$ cat src/rtl/pmem_arbiter_if.sv
// Line-transfer bus shared by the cache ports and the physical memory port.
// The master drives the request side; the slave returns resp/rdata.
interface pmem_arbiter_if #(
    parameter int unsigned ADDR_WIDTH = 32,
    parameter int unsigned LINE_WIDTH = 256
);
    logic                  read;
    logic                  write;
    logic [ADDR_WIDTH-1:0] address;
    logic [LINE_WIDTH-1:0] wdata;
    logic                  resp;
    logic [LINE_WIDTH-1:0] rdata;

    modport master (
        output read, write, address, wdata,
        input  resp, rdata
    );

    modport slave (
        input  read, write, address, wdata,
        output resp, rdata
    );
endinterface

$ cat src/rtl/pmem_arbiter.sv
// Arbitrates the I-cache and D-cache line ports onto the single physical memory port.
// The grant is held for the whole transfer, and the memory response is steered back to the granted cache.
module pmem_arbiter #(
    parameter int unsigned ADDR_WIDTH = 32,
    parameter int unsigned LINE_WIDTH = 256,
    parameter int unsigned RR_MODE    = 0
) (
    input  logic           clk,
    input  logic           rst,
    pmem_arbiter_if.slave  i,
    pmem_arbiter_if.slave  d,
    pmem_arbiter_if.master pmem
);
    typedef enum logic [1:0] {IDLE, SERVE_I, SERVE_D} state_t;

    localparam bit FIXED_PRIO = (RR_MODE == 0);

    state_t                state;
    logic                  last_d;
    logic                  rd_q;
    logic                  wr_q;
    logic [ADDR_WIDTH-1:0] addr_q;
    logic [LINE_WIDTH-1:0] wdata_q;

    logic i_req;
    logic d_req;
    logic pick_d;

    assign i_req  = i.read | i.write;
    assign d_req  = d.read | d.write;
    // When both caches request, D wins unless round-robin says D went last.
    assign pick_d = d_req && (!i_req || FIXED_PRIO || !last_d);

    always_ff @(posedge clk) begin
        if (rst) begin
            state   <= IDLE;
            last_d  <= 1'b0;
            rd_q    <= 1'b0;
            wr_q    <= 1'b0;
            addr_q  <= '0;
            wdata_q <= '0;
        end else begin
            unique case (state)
                IDLE: begin
                    if (pick_d) begin
                        state   <= SERVE_D;
                        rd_q    <= d.read & ~d.write;
                        wr_q    <= d.write;
                        addr_q  <= d.address;
                        wdata_q <= d.wdata;
                    end else if (i_req) begin
                        state   <= SERVE_I;
                        rd_q    <= i.read & ~i.write;
                        wr_q    <= i.write;
                        addr_q  <= i.address;
                        wdata_q <= i.wdata;
                    end
                end
                SERVE_I: begin
                    if (pmem.resp) begin
                        state  <= IDLE;
                        rd_q   <= 1'b0;
                        wr_q   <= 1'b0;
                        last_d <= 1'b0;
                    end
                end
                SERVE_D: begin
                    if (pmem.resp) begin
                        state  <= IDLE;
                        rd_q   <= 1'b0;
                        wr_q   <= 1'b0;
                        last_d <= 1'b1;
                    end
                end
                default: begin
                    state <= IDLE;
                    rd_q  <= 1'b0;
                    wr_q  <= 1'b0;
                end
            endcase
        end
    end

    assign pmem.read    = rd_q;
    assign pmem.write   = wr_q;
    assign pmem.address = addr_q;
    assign pmem.wdata   = wdata_q;

    assign i.resp  = (state == SERVE_I) & pmem.resp;
    assign d.resp  = (state == SERVE_D) & pmem.resp;
    assign i.rdata = (state == SERVE_I) ? pmem.rdata : '0;
    assign d.rdata = (state == SERVE_D) ? pmem.rdata : '0;
endmodule

$ cat src/flat_wrapper.sv
// flat-port wrapper written by rule: the top's interface ports become plain ports
module pmem_arbiter_flat 
#(
    parameter int unsigned ADDR_WIDTH = 32,
    parameter int unsigned LINE_WIDTH = 256,
    parameter int unsigned RR_MODE    = 0
)
  (clk, rst, i_read, i_write, i_address, i_wdata, i_resp, i_rdata, d_read, d_write, d_address, d_wdata, d_resp, d_rdata, pmem_read, pmem_write, pmem_address, pmem_wdata, pmem_resp, pmem_rdata);
  pmem_arbiter_if #(.ADDR_WIDTH(ADDR_WIDTH), .LINE_WIDTH(LINE_WIDTH)) i_i ();
  pmem_arbiter_if #(.ADDR_WIDTH(ADDR_WIDTH), .LINE_WIDTH(LINE_WIDTH)) d_i ();
  pmem_arbiter_if #(.ADDR_WIDTH(ADDR_WIDTH), .LINE_WIDTH(LINE_WIDTH)) pmem_i ();
  input  logic clk;
  input  logic rst;
  input wire logic [$bits(i_i.read)-1:0] i_read;
  input wire logic [$bits(i_i.write)-1:0] i_write;
  input wire logic [$bits(i_i.address)-1:0] i_address;
  input wire logic [$bits(i_i.wdata)-1:0] i_wdata;
  output wire logic [$bits(i_i.resp)-1:0] i_resp;
  output wire logic [$bits(i_i.rdata)-1:0] i_rdata;
  input wire logic [$bits(d_i.read)-1:0] d_read;
  input wire logic [$bits(d_i.write)-1:0] d_write;
  input wire logic [$bits(d_i.address)-1:0] d_address;
  input wire logic [$bits(d_i.wdata)-1:0] d_wdata;
  output wire logic [$bits(d_i.resp)-1:0] d_resp;
  output wire logic [$bits(d_i.rdata)-1:0] d_rdata;
  output wire logic [$bits(pmem_i.read)-1:0] pmem_read;
  output wire logic [$bits(pmem_i.write)-1:0] pmem_write;
  output wire logic [$bits(pmem_i.address)-1:0] pmem_address;
  output wire logic [$bits(pmem_i.wdata)-1:0] pmem_wdata;
  input wire logic [$bits(pmem_i.resp)-1:0] pmem_resp;
  input wire logic [$bits(pmem_i.rdata)-1:0] pmem_rdata;
  assign i_i.read = i_read;
  assign i_i.write = i_write;
  assign i_i.address = i_address;
  assign i_i.wdata = i_wdata;
  assign i_resp = i_i.resp;
  assign i_rdata = i_i.rdata;
  assign d_i.read = d_read;
  assign d_i.write = d_write;
  assign d_i.address = d_address;
  assign d_i.wdata = d_wdata;
  assign d_resp = d_i.resp;
  assign d_rdata = d_i.rdata;
  assign pmem_read = pmem_i.read;
  assign pmem_write = pmem_i.write;
  assign pmem_address = pmem_i.address;
  assign pmem_wdata = pmem_i.wdata;
  assign pmem_i.resp = pmem_resp;
  assign pmem_i.rdata = pmem_rdata;
  pmem_arbiter #(.ADDR_WIDTH(ADDR_WIDTH), .LINE_WIDTH(LINE_WIDTH), .RR_MODE(RR_MODE)) u_core (.clk(clk), .rst(rst), .i(i_i), .d(d_i), .pmem(pmem_i));
endmodule
$ cat config.mk
export PLATFORM = sky130hd
export DESIGN_NAME = pmem_arbiter_flat
export DESIGN_NICKNAME = d
export VERILOG_FILES = /design/src/rtl/pmem_arbiter_if.sv /design/src/rtl/pmem_arbiter.sv /design/src/flat_wrapper.sv
export SDC_FILE = /design/constraint.sdc
export NUM_CORES = 1
export LEC_CHECK = 0
export ABC_AREA = 0
export CAP_MARGIN = 40
export CORE_AREA = 2 2 638 640
export CTS_BUF_LIST = sky130_fd_sc_hd__clkbuf_2
export CTS_CLUSTER_SIZE = 12
export DETAILED_ROUTE_END_ITERATION = 12
export DIE_AREA = 0 0 640 642
export HOLD_SLACK_MARGIN = 0.08
export SYNTH_ARGS = -nofsm -noshare
export SYNTH_HDL_FRONTEND = slang
export SYNTH_SLANG_ARGS = --single-unit
$ cat constraint.sdc
create_clock -name clk -period 2.95 [get_ports clk]
set_clock_uncertainty 0.1 [all_clocks]
set_input_delay 0.59 -clock clk [delete_from_list [all_inputs] [get_ports clk]]
set_output_delay 0.59 -clock clk [all_outputs]
set_load 0.1 [all_outputs]
==> flow_summary.toml <==
[place]
port_buffers = 1642
dp_slack_ps = -113.9
detailed_place_hpwl_um = 285200
place_inst = 8594
routabilityCongestion = 0.9903
dpl-instance-area_um2 = 43620

[global_routing]
grt_max_degree = 66
grt_pass1_wl_um = 371100
grt_use_total = 0.1483
antenna_found_initial = 341
grt_pass1_vias = 24800
gr-total-overflow = 0

[floorplanning]
ios = 1643
dieArea_um2 = 410900
core_area_um2 = 404300
num_rows = 234
die_x_um = 640
die_y_um = 642
start_util = 0.03788

[synthesis]
synth_area_um2 = 15310
yosys.cell_types.count = 25
synthMostInstantiatedCell = "and2_1"
synthTopCellsByCount = "and2_1 (514), dfxtp_1 (292), mux2i_1 (288), o2bb2ai_1 (288), clkbuf_1 (90)"
synthTopCellsByArea = "dfxtp_1 (38%), and2_1 (21%), mux2i_1 (19%)"
synthCells = 1561
synth_top_area_frac = 0.3817
synth_edf_count = 0
ys_seq_elements = 292
synth_flop_cell = "dfxtp_1"
synth_nets = 2403
syn_avg_cell_area_um2 = 9.811
ys_warn_count = 0
ys_async_sr_fraction = 0
yosysSeqAreaShare = 0.3817
synth_largest_area_cell = "dfxtp_1"

[timing]
fin_ws_ps = -712.9
setup_viol_count_final = 568
rsz0062_at_grt = "yes"
slew_headroom = 0.4421
final-hold-violation-count = 0
fmax_mhz = 273.0
min_period_ps = 3663
slew_viol_final = 0
fin_crit_sh = 1.242
tightest_slew_ps = 842.6

[critical_path]
cp-end-kind = "output port"
cp_cell_sequence = "inv_2 -> ha_4 -> buf_12 -> buf_16 -> clkbuf_16 -> and2_4 -> buf_12"
critPathMaxFanout = 7
crit_required_ps = 2260
cp_slowest_stage_delay_ps = 360
cp_data_arrival_time_ps = 2970
critPathKind = "flip-flop to output port"
crit_top_cell = "buf_12"
start_kind = "flip-flop"
critPathSlowestCell = "dfxtp_2"

[pwr]
power.density_nw_per_um2 = 519.4
ir_drop_v = 0.0003650
totalPowerFinal_mw = 27.98
p_leak_nw = 19.97

[detailed_routing]
wl_per_cell_um = 33.30
wl_um = 320100
drt_pass1_iterations = 5
viasPerCell = 2.653
drcViolationCount = 0
vias = 25510
ant_nets = 0
drt_iter0_markers = 1525

[layout]
area_delta_synth_final_pct = 251.8
post-route-util = 0.1332
fin_cells = 9614
drive_above_1_share = 0.3616
final_nets = 4837
stdcell_area_um2 = 53870

[clocking]
clk_latency_ps = 1330
cts_tree = "yes"
clock_sinks = 292
cts_inserted_buffers = 83
clockBufferDepth = 3
cts_root_buf = "clkbuf_2"
clkTransAtPathRegs_ps = 120
h-tree-depth = 3

[outcome]
status = "finished, violations left"
failed_checks = "setup timing"

[hold_path]
hp-class = "flip-flop to flip-flop"

[run]
drv_cap = 0
[layout by cell type (no fill, tap or decap), types with 2 or more instances in the layout]
cell             instances
mux2i_1                288
diode_2                132
buf_8                   14
buf_6                   11
inv_2                    2
dfxtp_1                290
clkbuf_2               120
o2bb2ai_1              288
clkinv_2                 8
and2_4                 338
buf_2                   55
buf_16                  12
bufinv_16                4
buf_4                  292
inv_1                    4
ha_4                     2
clkinv_1                14
clkdlybuf4s50_1        838
nand2_1                  3
dlygate4sd3_1          674
clkbuf_16               20
buf_12                 576
and2_1                 175
bufbuf_16                2
a21oi_1                  3
[routing by layer]
metal | GRT usage | part of all wire
met1 | 0.1269 | 0.30
met2 | 0.2821 | 0.54
met3 | 0.07718 | 0.12
met4 | 0.06439 | 0.047
met5 | 0 | 0.0051
[per-stage QoR]
stage               setup TNS, ps  hold slack [ps]
floorplan                       0            395.6
global placement           -98.40            342.7
detailed placement         -211.1            342.5
CTS                       -534870            80.01
global route              -467000            169.0
finish                    -293930            365.4
[area by class of cell]
cell class,count,area (um^2)
multi-input combinational,1113,9681
fill,45670,350500
timing repair buffer,2499,30390
sequential,292,5851
inverter,6,25.02
antenna,132,330.3
clock buffer,115,575.6
clock inverter,29,232.7
tap,5428,6792
[where the power goes]
group	total, mW	switching (mW)	internal (mW)
clock	3.54	2.13	1.42
combinational	19.5	12.9	6.55
sequential	4.99	0.454	4.54
[what timing repair did]
item,4_1_cts,5_1_grt
endpoints found under the setup margin,710,668
hold buffers,674,0
setup buffers,21,18
endpoints found under the hold margin,292,0
pin swaps,48,26
resized for setup,146,294
gates cloned,10,30
[worst paths after layout]
kind / startpoint / end / slack (ps) / cells past startpoint
min reg2reg: u_core.pmem.wdata[250]$_SDFFE_PP0P_ / u_core.pmem.wdata[250]$_SDFFE_PP0P_ / 370 / 1
min: u_core.pmem.wdata[250]$_SDFFE_PP0P_ / u_core.pmem.wdata[250]$_SDFFE_PP0P_ / 370 / 1
max reg2reg: u_core.state[1]$_SDFFE_PP0P_ / u_core.state[0]$_SDFFE_PP0P_ / 150 / 9
max: u_core.state[0]$_SDFFE_PP0P_ / d_rdata[86] / -710 / 7
[registers in the layout, summed over array words and instances, names as in the netlist]
signal and count:
u_core.state 2, u_core.pmem.address 32, u_core.pmem.read 1, u_core.pmem.wdata 256, u_core.pmem.write 1
[worst max-delay path: cells and delay by family (launching register included)]
| kind | cells | cell delay [ps] |
|---|---|---|
| flip-flops | 1 | 360 |
| buffers and inverters | 5 | 790 |
| AND/OR/NAND/NOR | 1 | 190 |
| adder cells (fa/ha/maj) | 1 | 190 |
[cells by family after synthesis]
| group | share of synthesized area |
|---|---|
| simple gates | 0.2136 |
| compound gates | 0.1699 |
| flops | 0.3817 |
| mux | 0.1882 |
| buf+inv | 0.04412 |
| fa+ha+maj | 0.002451 |
(Power assumes the default switching activity.)
